===== config.mk =====
export PLATFORM = sky130hd
export DESIGN_NAME = uart_tx_fifo
export DESIGN_NICKNAME = d
export VERILOG_FILES = /design/src/rtl/uart_tx_fifo.sv
export SDC_FILE = /design/constraint.sdc
export NUM_CORES = 1
export LEC_CHECK = 0
export BUFFER_PORTS_ARGS = -buffer_cell sky130_fd_sc_hd__buf_2
export CORE_ASPECT_RATIO = 0.75
export CORE_MARGIN = 2
export CORE_UTILIZATION = 65
export DETAILED_ROUTE_END_ITERATION = 8
export GPL_TIMING_DRIVEN = 1
export HOLD_SLACK_MARGIN = 0.02
export PLACE_DENSITY_LB_ADDON = 0.3
export SKIP_CTS_REPAIR_TIMING = 1
export SYNTH_ARGS = -nofsm -noshare
export SYNTH_HDL_FRONTEND = slang
export SYNTH_SLANG_ARGS = --single-unit
export TNS_END_PERCENT = 20

===== constraint.sdc =====
create_clock -name clk -period 6.4 [get_ports clk]
set_input_delay 1.28 -clock clk [delete_from_list [all_inputs] [get_ports clk]]
set_output_delay 1.28 -clock clk [all_outputs]
set_load 0.01 [all_outputs]

===== src/rtl/uart_tx_fifo.sv =====
// uart_tx_fifo: UART transmitter with a small transmit FIFO in front of it.
//
// Words pushed through wr_en/wr_data are queued in a FIFO_DEPTH-entry FIFO.
// The frame engine pops one word at a time and serialises it as
// start bit, DATA_LEN data bits (LSB first), optional parity bit and
// STOP_BITS stop bits. Each bit lasts CLKS_PER_BIT clock cycles.
// Queued words are sent back-to-back with no idle bit between frames.
//
// Ports:
//   clk        in   clock, rising edge
//   reset      in   asynchronous, active-high reset
//   wr_en      in   push request for wr_data
//   wr_data    in   word to transmit (DATA_LEN bits)
//   wr_ready   out  FIFO not full (registered full flag only)
//   tx_data    out  serial line, idle high
//   tx_busy    out  frame engine not idle
//   tx_done    out  one-cycle pulse per completed frame
//   fifo_count out  words currently queued
//   overflow   out  one-cycle pulse after a write attempted while full
module uart_tx_fifo #(
    parameter int CLKS_PER_BIT = 2604,
    parameter int DATA_LEN     = 8,
    parameter int PARITY       = 0,
    parameter int STOP_BITS    = 1,
    parameter int FIFO_DEPTH   = 4
) (
    input  logic                          clk,
    input  logic                          reset,
    input  logic                          wr_en,
    input  logic [DATA_LEN-1:0]           wr_data,
    output logic                          wr_ready,
    output logic                          tx_data,
    output logic                          tx_busy,
    output logic                          tx_done,
    output logic [$clog2(FIFO_DEPTH):0]   fifo_count,
    output logic                          overflow
);

    localparam int AW = $clog2(FIFO_DEPTH);
    localparam int CW = $clog2(CLKS_PER_BIT);
    localparam int BW = $clog2(DATA_LEN);

    localparam logic [CW-1:0] LAST_CLK  = CW'(CLKS_PER_BIT - 1);
    localparam logic [BW-1:0] LAST_DATA = BW'(DATA_LEN - 1);
    localparam logic [BW-1:0] LAST_STOP = BW'(STOP_BITS - 1);
    localparam logic [AW:0]   FULL_CNT  = (AW+1)'(FIFO_DEPTH);
    localparam logic          ODD_PAR   = (PARITY == 2);

    typedef enum logic [2:0] {
        S_IDLE,
        S_START,
        S_DATA,
        S_PARITY,
        S_STOP
    } state_t;

    state_t               state_q, state_d;
    logic [CW-1:0]        clk_cnt_q, clk_cnt_d;
    logic [BW-1:0]        bit_cnt_q, bit_cnt_d;
    logic [DATA_LEN-1:0]  shift_q, shift_d;
    logic                 parity_q, parity_d;
    logic                 done_q, done_d;

    logic [DATA_LEN-1:0]  mem_q [FIFO_DEPTH];
    logic [AW-1:0]        wr_ptr_q, rd_ptr_q;
    logic [AW:0]          count_q;
    logic                 overflow_q;
    logic                 full;
    logic                 push;
    logic                 pop;
    logic                 bit_end;

    // Full is taken from the registered count only, so a pop in the same
    // cycle never frees a slot for a simultaneous push.
    assign full       = (count_q == FULL_CNT);
    assign push       = wr_en & ~full;
    assign bit_end    = (clk_cnt_q == LAST_CLK);

    assign wr_ready   = ~full;
    assign fifo_count = count_q;
    assign overflow   = overflow_q;
    assign tx_done    = done_q;

    always_ff @(posedge clk) begin
        if (push) begin
            mem_q[wr_ptr_q] <= wr_data;
        end
    end

    always_comb begin
        state_d   = state_q;
        clk_cnt_d = clk_cnt_q;
        bit_cnt_d = bit_cnt_q;
        shift_d   = shift_q;
        parity_d  = parity_q;
        done_d    = 1'b0;
        pop       = 1'b0;
        tx_data   = 1'b1;
        tx_busy   = 1'b1;

        case (state_q)
            S_IDLE: begin
                tx_busy = 1'b0;
                if (count_q != '0) begin
                    pop       = 1'b1;
                    shift_d   = mem_q[rd_ptr_q];
                    parity_d  = (^mem_q[rd_ptr_q]) ^ ODD_PAR;
                    clk_cnt_d = '0;
                    state_d   = S_START;
                end
            end
            S_START: begin
                tx_data = 1'b0;
                if (bit_end) begin
                    clk_cnt_d = '0;
                    bit_cnt_d = '0;
                    state_d   = S_DATA;
                end else begin
                    clk_cnt_d = clk_cnt_q + CW'(1);
                end
            end
            S_DATA: begin
                tx_data = shift_q[0];
                if (bit_end) begin
                    clk_cnt_d = '0;
                    shift_d   = shift_q >> 1;
                    if (bit_cnt_q == LAST_DATA) begin
                        bit_cnt_d = '0;
                        state_d   = (PARITY != 0) ? S_PARITY : S_STOP;
                    end else begin
                        bit_cnt_d = bit_cnt_q + BW'(1);
                    end
                end else begin
                    clk_cnt_d = clk_cnt_q + CW'(1);
                end
            end
            S_PARITY: begin
                tx_data = parity_q;
                if (bit_end) begin
                    clk_cnt_d = '0;
                    bit_cnt_d = '0;
                    state_d   = S_STOP;
                end else begin
                    clk_cnt_d = clk_cnt_q + CW'(1);
                end
            end
            S_STOP: begin
                if (bit_end) begin
                    clk_cnt_d = '0;
                    if (bit_cnt_q == LAST_STOP) begin
                        bit_cnt_d = '0;
                        done_d    = 1'b1;
                        // Back-to-back: load the next word straight into START.
                        if (count_q != '0) begin
                            pop      = 1'b1;
                            shift_d  = mem_q[rd_ptr_q];
                            parity_d = (^mem_q[rd_ptr_q]) ^ ODD_PAR;
                            state_d  = S_START;
                        end else begin
                            state_d  = S_IDLE;
                        end
                    end else begin
                        bit_cnt_d = bit_cnt_q + BW'(1);
                    end
                end else begin
                    clk_cnt_d = clk_cnt_q + CW'(1);
                end
            end
            default: begin
                tx_busy   = 1'b0;
                clk_cnt_d = '0;
                bit_cnt_d = '0;
                state_d   = S_IDLE;
            end
        endcase
    end

    always_ff @(posedge clk or posedge reset) begin
        if (reset) begin
            state_q    <= S_IDLE;
            clk_cnt_q  <= '0;
            bit_cnt_q  <= '0;
            shift_q    <= '0;
            parity_q   <= 1'b0;
            done_q     <= 1'b0;
            wr_ptr_q   <= '0;
            rd_ptr_q   <= '0;
            count_q    <= '0;
            overflow_q <= 1'b0;
        end else begin
            state_q    <= state_d;
            clk_cnt_q  <= clk_cnt_d;
            bit_cnt_q  <= bit_cnt_d;
            shift_q    <= shift_d;
            parity_q   <= parity_d;
            done_q     <= done_d;
            overflow_q <= wr_en & full;
            if (push) begin
                wr_ptr_q <= wr_ptr_q + AW'(1);
            end
            if (pop) begin
                rd_ptr_q <= rd_ptr_q + AW'(1);
            end
            case ({push, pop})
                2'b10:   count_q <= count_q + (AW+1)'(1);
                2'b01:   count_q <= count_q - (AW+1)'(1);
                default: count_q <= count_q;
            endcase
        end
    end

endmodule

### Word level (Yosys, flattened, before mapping)

Memories as Yosys holds them, arrays and structs flattened.
Index checks and enable logic that the tools add are counted.

| operators by class | value |
|---|---|
| multiply operators | 0 |
| div/mod/pow operators | 0 |
| mux-type cells | 39 |
| shifts and indexed selects | 0 |
| $lt $le $gt $ge | 0 |
| add/sub/neg operators | 6 |
| equal/unequal tests | 17 |
| reduce and logical (&&, ||, !) cells | 13 |
| bitwise operators | 4 |

Operators by type and width:

| kind | count |
|---|---|
| 3-bit 2-to-1 mux | 12 |
| 8-bit 2-to-1 mux | 4 |
| 12-bit 2-to-1 mux | 2 |
| 12-bit one-hot mux with 2 select lines | 1 |
| 8-bit one-hot mux with 3 select lines | 1 |
| 3-bit one-hot mux with 5 select lines | 1 |
| 2-bit != test, second input constant | 7 |
| 1-bit 2-to-1 mux | 13 |
| 12-bit by 1-bit adder with 12-bit output, second input constant | 1 |
| 12-bit == test, second input constant | 1 |
| 3-bit one-hot mux with 4 select lines | 1 |
| 3-bit == test, second input constant | 3 |
| 4-bit AND reduction | 2 |
| 8-bit parity | 1 |
| 7-bit AND reduction | 1 |
| 3-bit by 1-bit adder with 3-bit output, second input constant | 2 |
| 3-bit by 2-bit == test with 1-bit output, second input constant | 2 |
| 3-bit logical NOT | 2 |
| 3-bit one-hot mux with 2 select lines | 1 |
| 3-bit nonzero test | 2 |
| 2-bit by 1-bit adder with 2-bit output, second input constant | 2 |
| 1-bit one-hot mux with 2 select lines | 2 |
| 2-bit nonzero test | 2 |
| 4-bit OR reduction | 1 |
| other kinds (10) | 12 |

| storage, ports and cells | value |
|---|---|
| bits in latches | 0 |
| memory bits (writable) | 32 |
| memory bits (read-only) | 0 |
| memories kept | 1 |
| output and inout bits | 8 |
| word-level logic and storage cells | 90 |
| register bits after elaboration | 36 |
| input bits | 11 |

Memories:

| memory | depth | width | rd ports | clocked after Yosys merged registers in | write ports | RTL line | source |
|---|---|---|---|---|---|---|---|
| mem_q | 4 | 8 | 1 | 0 | 1 | 64 | `logic [DATA_LEN-1:0] mem_q [FIFO_DEPTH];` |

### Depth between registers and ports, before layout

| logic depth | value |
|---|---|
| depth after elaboration | 7 |
| depth in mapped cells | 12 |

### Least setup slack after synthesis

Ideal clock, no wire load.

| timing | value |
|---|---|
| kind | input-to-reg |
| start point | input wr_en |
| end point | register count_q[2] (netlist: fifo_count[2]) |
| slack | 3966 ps |
| setup time | 79 ps |
| arrival | 2355 ps |
| cell stages on the path | 7 |
| path through | nand2_1 > ha_1 > inv_1 > fa_1 > xor2_1 > nor2_1 > xor2_1 |

| between the ends | value |
|---|---|
| longest elaborated chain between the ends | 3 |
| elaborated cells between the ends (all ways) | 5 |
| classes of those cells | eq/ne: 2; mux: 1; bitwise: 1; reduce/logical: 1 |

RTL lines:

| what | RTL line | source |
|---|---|---|
| start: declaration | 29 | `input logic wr_en,` |
| 1-bit AND (*) | 76 | `assign push = wr_en & ~full;` |
| 2-bit by 1-bit == test with 1-bit output or 2-bit == test (tied branches) | 204 | `case ({push, pop})` |
| 3-bit one-hot mux with 2 select lines or 2-bit nonzero test (tied branches) | - |  |
| end signal: assignment | 205 | `2'b10: count_q <= count_q + (AW+1)'(1);` |
| end signal: assignment | 206 | `2'b01: count_q <= count_q - (AW+1)'(1);` |
| end signal: assignment | 207 | `default: count_q <= count_q;` |
| end: declaration | 66 | `logic [AW:0] count_q;` |

Mark *: on every way between the ends. The rest lies on a longest branch, timed or not.
A chain may end at the register's enable or synchronous reset.

### Worst setup path after layout

| timing | value |
|---|---|
| start point | register state_q[2] |
| end point | output tx_busy |

| between the ends | value |
|---|---|
| longest elaborated chain between the ends | 3 |
| elaborated cells between the ends (all ways) | 6 |
| classes of those cells | eq/ne: 4; mux: 1; reduce/logical: 1 |

RTL lines:

| what | RTL line | source |
|---|---|---|
| start: declaration | 57 | `state_t state_q, state_d;` |
| start signal: assignment | 191 | `state_q <= state_d;` |
| 3-bit == test (tied with other cells) | 101 | `case (state_q)` |
| 4-bit OR reduction (no line) (*) | - |  |
| 1-bit 2-to-1 mux (*) | 101 |  |
| end: declaration | 33 | `output logic tx_busy,` |

Marked as above.

==> summary.txt <==
Status
  – Status: finished clean

STA
  – Setup_tns: 0 ns
  – RSZ-0062 raised after global routing: false
  – Final number of setup-violating endpoints: 0
  – Slew Viols, Final: 0
  – Worst slew pin tran: 0.614 ns
  – Final hold vios: 0
  – Final period utilization: 50.3%
  – Max_slew headroom: 59.0%
  – Min Tclk post-route: 3.22 ns
  – Post-route setup slack: 3.18 ns
  – F_max: 311 MHz
  – Clock skew: 0.00466 ns

Setup path
  – Worst path arrival time: 1.94 ns
  – Crit Path Max Fanout: 11
  – Startpoint types: flop
  – Critical Path RT: 5.12 ns
  – CP endpoint kind: output pin
  – Critical path class: reg -> out

Detailed routing
  – DRC violation total after the first TritonRoute iteration: 238
  – WL per Instance: 16.9 um
  – Residual DRC: 0
  – Detail Route Antenna Nets: 0
  – WL final: 5810 um
  – First drt pass iteration count: 6
  – Via density: 5.97
  – Vias: 2052

Logic synthesis
  – Post-Synthesis Cells: 255
  – Post-Syn Area: 3240 um^2
  – Mapped Avg Cell Area: 12.7 um^2
  – Top cells by area, synth: edfxtp_1 30%, dfrtp_1 28%, mux4_2 5.6%, xnor2_1 3.5%, ha_1 3.5%
  – EDFF count, synth: 32
  – FFs w/ async S/R, synth: 52.9%
  – Library cells used by synthesis: 48
  – Count leader, synth: dfrtp_1
  – Post-synth top area cell: edfxtp_1
  – Seq/Total Area, Yosys: 57.5%
  – Yosys warning total: 0
  – Flop and latch count out of synthesis: 68
  – Top cell type's share of synthesized area: 29.7%
  – Most frequent cells after synthesis: 36 x dfrtp_1, 32 x edfxtp_1, 29 x nand2_1
  – Syn nets: 276
  – Ys flop type: dfrtp_1

Clocking
  – Root Buffer: clkbuf_8
  – Worst-skew pair later-pin latency: 0.36 ns
  – Number of CTS-inserted buffers: 9
  – TritonCTS clock tree: done
  – Clock sinks: 68
  – Worst-path clk slew: 0.08 ns
  – Longest Clk Path Bufs: 2
  – # H-tree levels: 3

Min path
  – Worst Hold Class: reg -> reg

Flow run
  – Maxcap violations: 0

GRT
  – Vias in the first global route: 1874
  – GRT Resource Usage Total: 23.8%
  – Initial antenna violation count: 0
  – GR Layer Usage met1: 36.8%
  – M3 GR Usage: 6.53%
  – Pin count of the biggest net entering global routing: 22
  – First-pass GRT wire length: 9620 um
  – Global-route met2 utilization: 31.8%
  – GRT Max-Usage Layer: met1
  – Grt ovf: 0

Power and ir drop
  – Power Total: 1.09 mW
  – Cell Pwr Density: 305 nW/um^2
  – P_leak: 1.47 nW
  – Max rail drop VDD: 214 uV

Floorplanning
  – DIE AREA: 5570 um^2
  – Die width: 85.5 um
  – FP Rows: 22
  – Chip height: 65.1 um
  – Initial core utilization: 66.8%
  – CORE AREA: 4840 um^2
  – Io pins: 19

Placed design
  – I/O Buffers: 18
  – Dpl hpwl: 4090 um
  – Post-place setup slack: 3.65 ns
  – Placed cells: 328
  – Final Wtd Congestion: 0.839

Finish
  – Area of the multi-input gates: 1280 um^2
  – Share of cells above drive strength 1: 20.4%
  – FF+latch area: 1860 um^2
  – Post-route insts no fill: 344
  – Antenna Cells: 0
  – P&R area growth vs syn: 10.3%
  – Fillers: 326
  – Fin nets: 300
[layout make-up]
type | instances | area share (%)
timing repair buffer | 19 | 2.73
inverter | 13 | 1.37
multi-input combinational | 168 | 35.9
tap | 60 | 2.10
sequential | 68 | 52.1
clock inverter | 7 | 2.24
clock buffer | 9 | 3.47
[path summary, 6_finish.rpt]
path                                               start                   endpoint  slack [ns]  cells after the start
min in group asynchronous                          reset   clk_cnt_q[6]$_DFFE_PP0N_        0.98                      2
max in group asynchronous                          reset     shift_q[5]$_DFFE_PP0P_        4.71                      3
worst min-delay path              shift_q[4]$_DFFE_PP0P_     shift_q[4]$_DFFE_PP0P_        0.49                      2
worst max-delay path              state_q[2]$_DFFE_PP0P_                    tx_busy        3.18                      4
worst max register to register  bit_cnt_q[0]$_DFFE_PP0P_  fifo_count[2]$_DFFE_PP0P_        3.81                     12
worst min register to register    shift_q[4]$_DFFE_PP0P_     shift_q[4]$_DFFE_PP0P_        0.49                      2
[sequential cells by signal, summed over array words and instances (netlist names)]
signal,count
tx_done,1
clk_cnt_q,12
wr_ptr_q,2
state_q,3
bit_cnt_q,3
shift_q,8
mem_q,32
fifo_count,3
overflow,1
parity_q,1
rd_ptr_q,2
[metal layers]
layer | vias up | routed length (um)
li1 | 958 | -
met1 | 999 | 2860
met2 | 76 | 2490
met3 | 19 | 327
met4 | 0 | 132
met5 | - | 0
[cells in the final DEF, fill, tap and decap left out, types with 3 or more instances in the layout]
cell / instances
a21oi_1: 8
and3_1: 8
buf_2: 18
clkbuf_8: 9
dfrtp_1: 36
edfxtp_1: 32
ha_1: 9
inv_1: 13
inv_6: 4
mux2_2: 3
mux2i_1: 10
mux4_2: 8
nand2_1: 29
nand2b_1: 6
nand3_1: 3
nand4_1: 3
nor2_1: 9
nor3_1: 4
o21ai_0: 15
o21ai_1: 7
xnor2_1: 13
xor2_1: 4
[through the flow]
stage / utilization, % / area [um^2] / hold WS (ns)
global route: 73.7 / 3570 / 0.507
detailed placement: 69.5 / 3370 / 0.478
finish: 73.7 / 3570 / 0.492
global placement: 69.5 / 3370 / 0.469
floorplan: - / 3240 / 0.450
CTS: 73.7 / 3570 / 0.495
[critical path, cell delays in order, from the launching register on]
cell and delay [ns]:
dfrtp_1 0.58, inv_1 0.21, xnor2_1 0.49, inv_1 0.12, buf_2 0.17
[cells by family after synthesis]
logic type | synth area share [%]
AOI/OAI and AO/OA | 6.96
xor gates and xnor gates | 4.60
adders and majority gates | 4.44
buffers and inverters | 2.86
DFF | 57.5
muxes | 9.70
and+or+nand+nor | 13.9
[report_power, final]
group          switching (mW)  leakage [nW]  internal, mW  total [mW]
combinational           0.100         0.634        0.0742       0.174
sequential             0.0296         0.743         0.521       0.551
clock                   0.179        0.0973         0.185       0.364
total                   0.309          1.47         0.780        1.09
No activity file was read; power rests on OpenSTA's default activity.
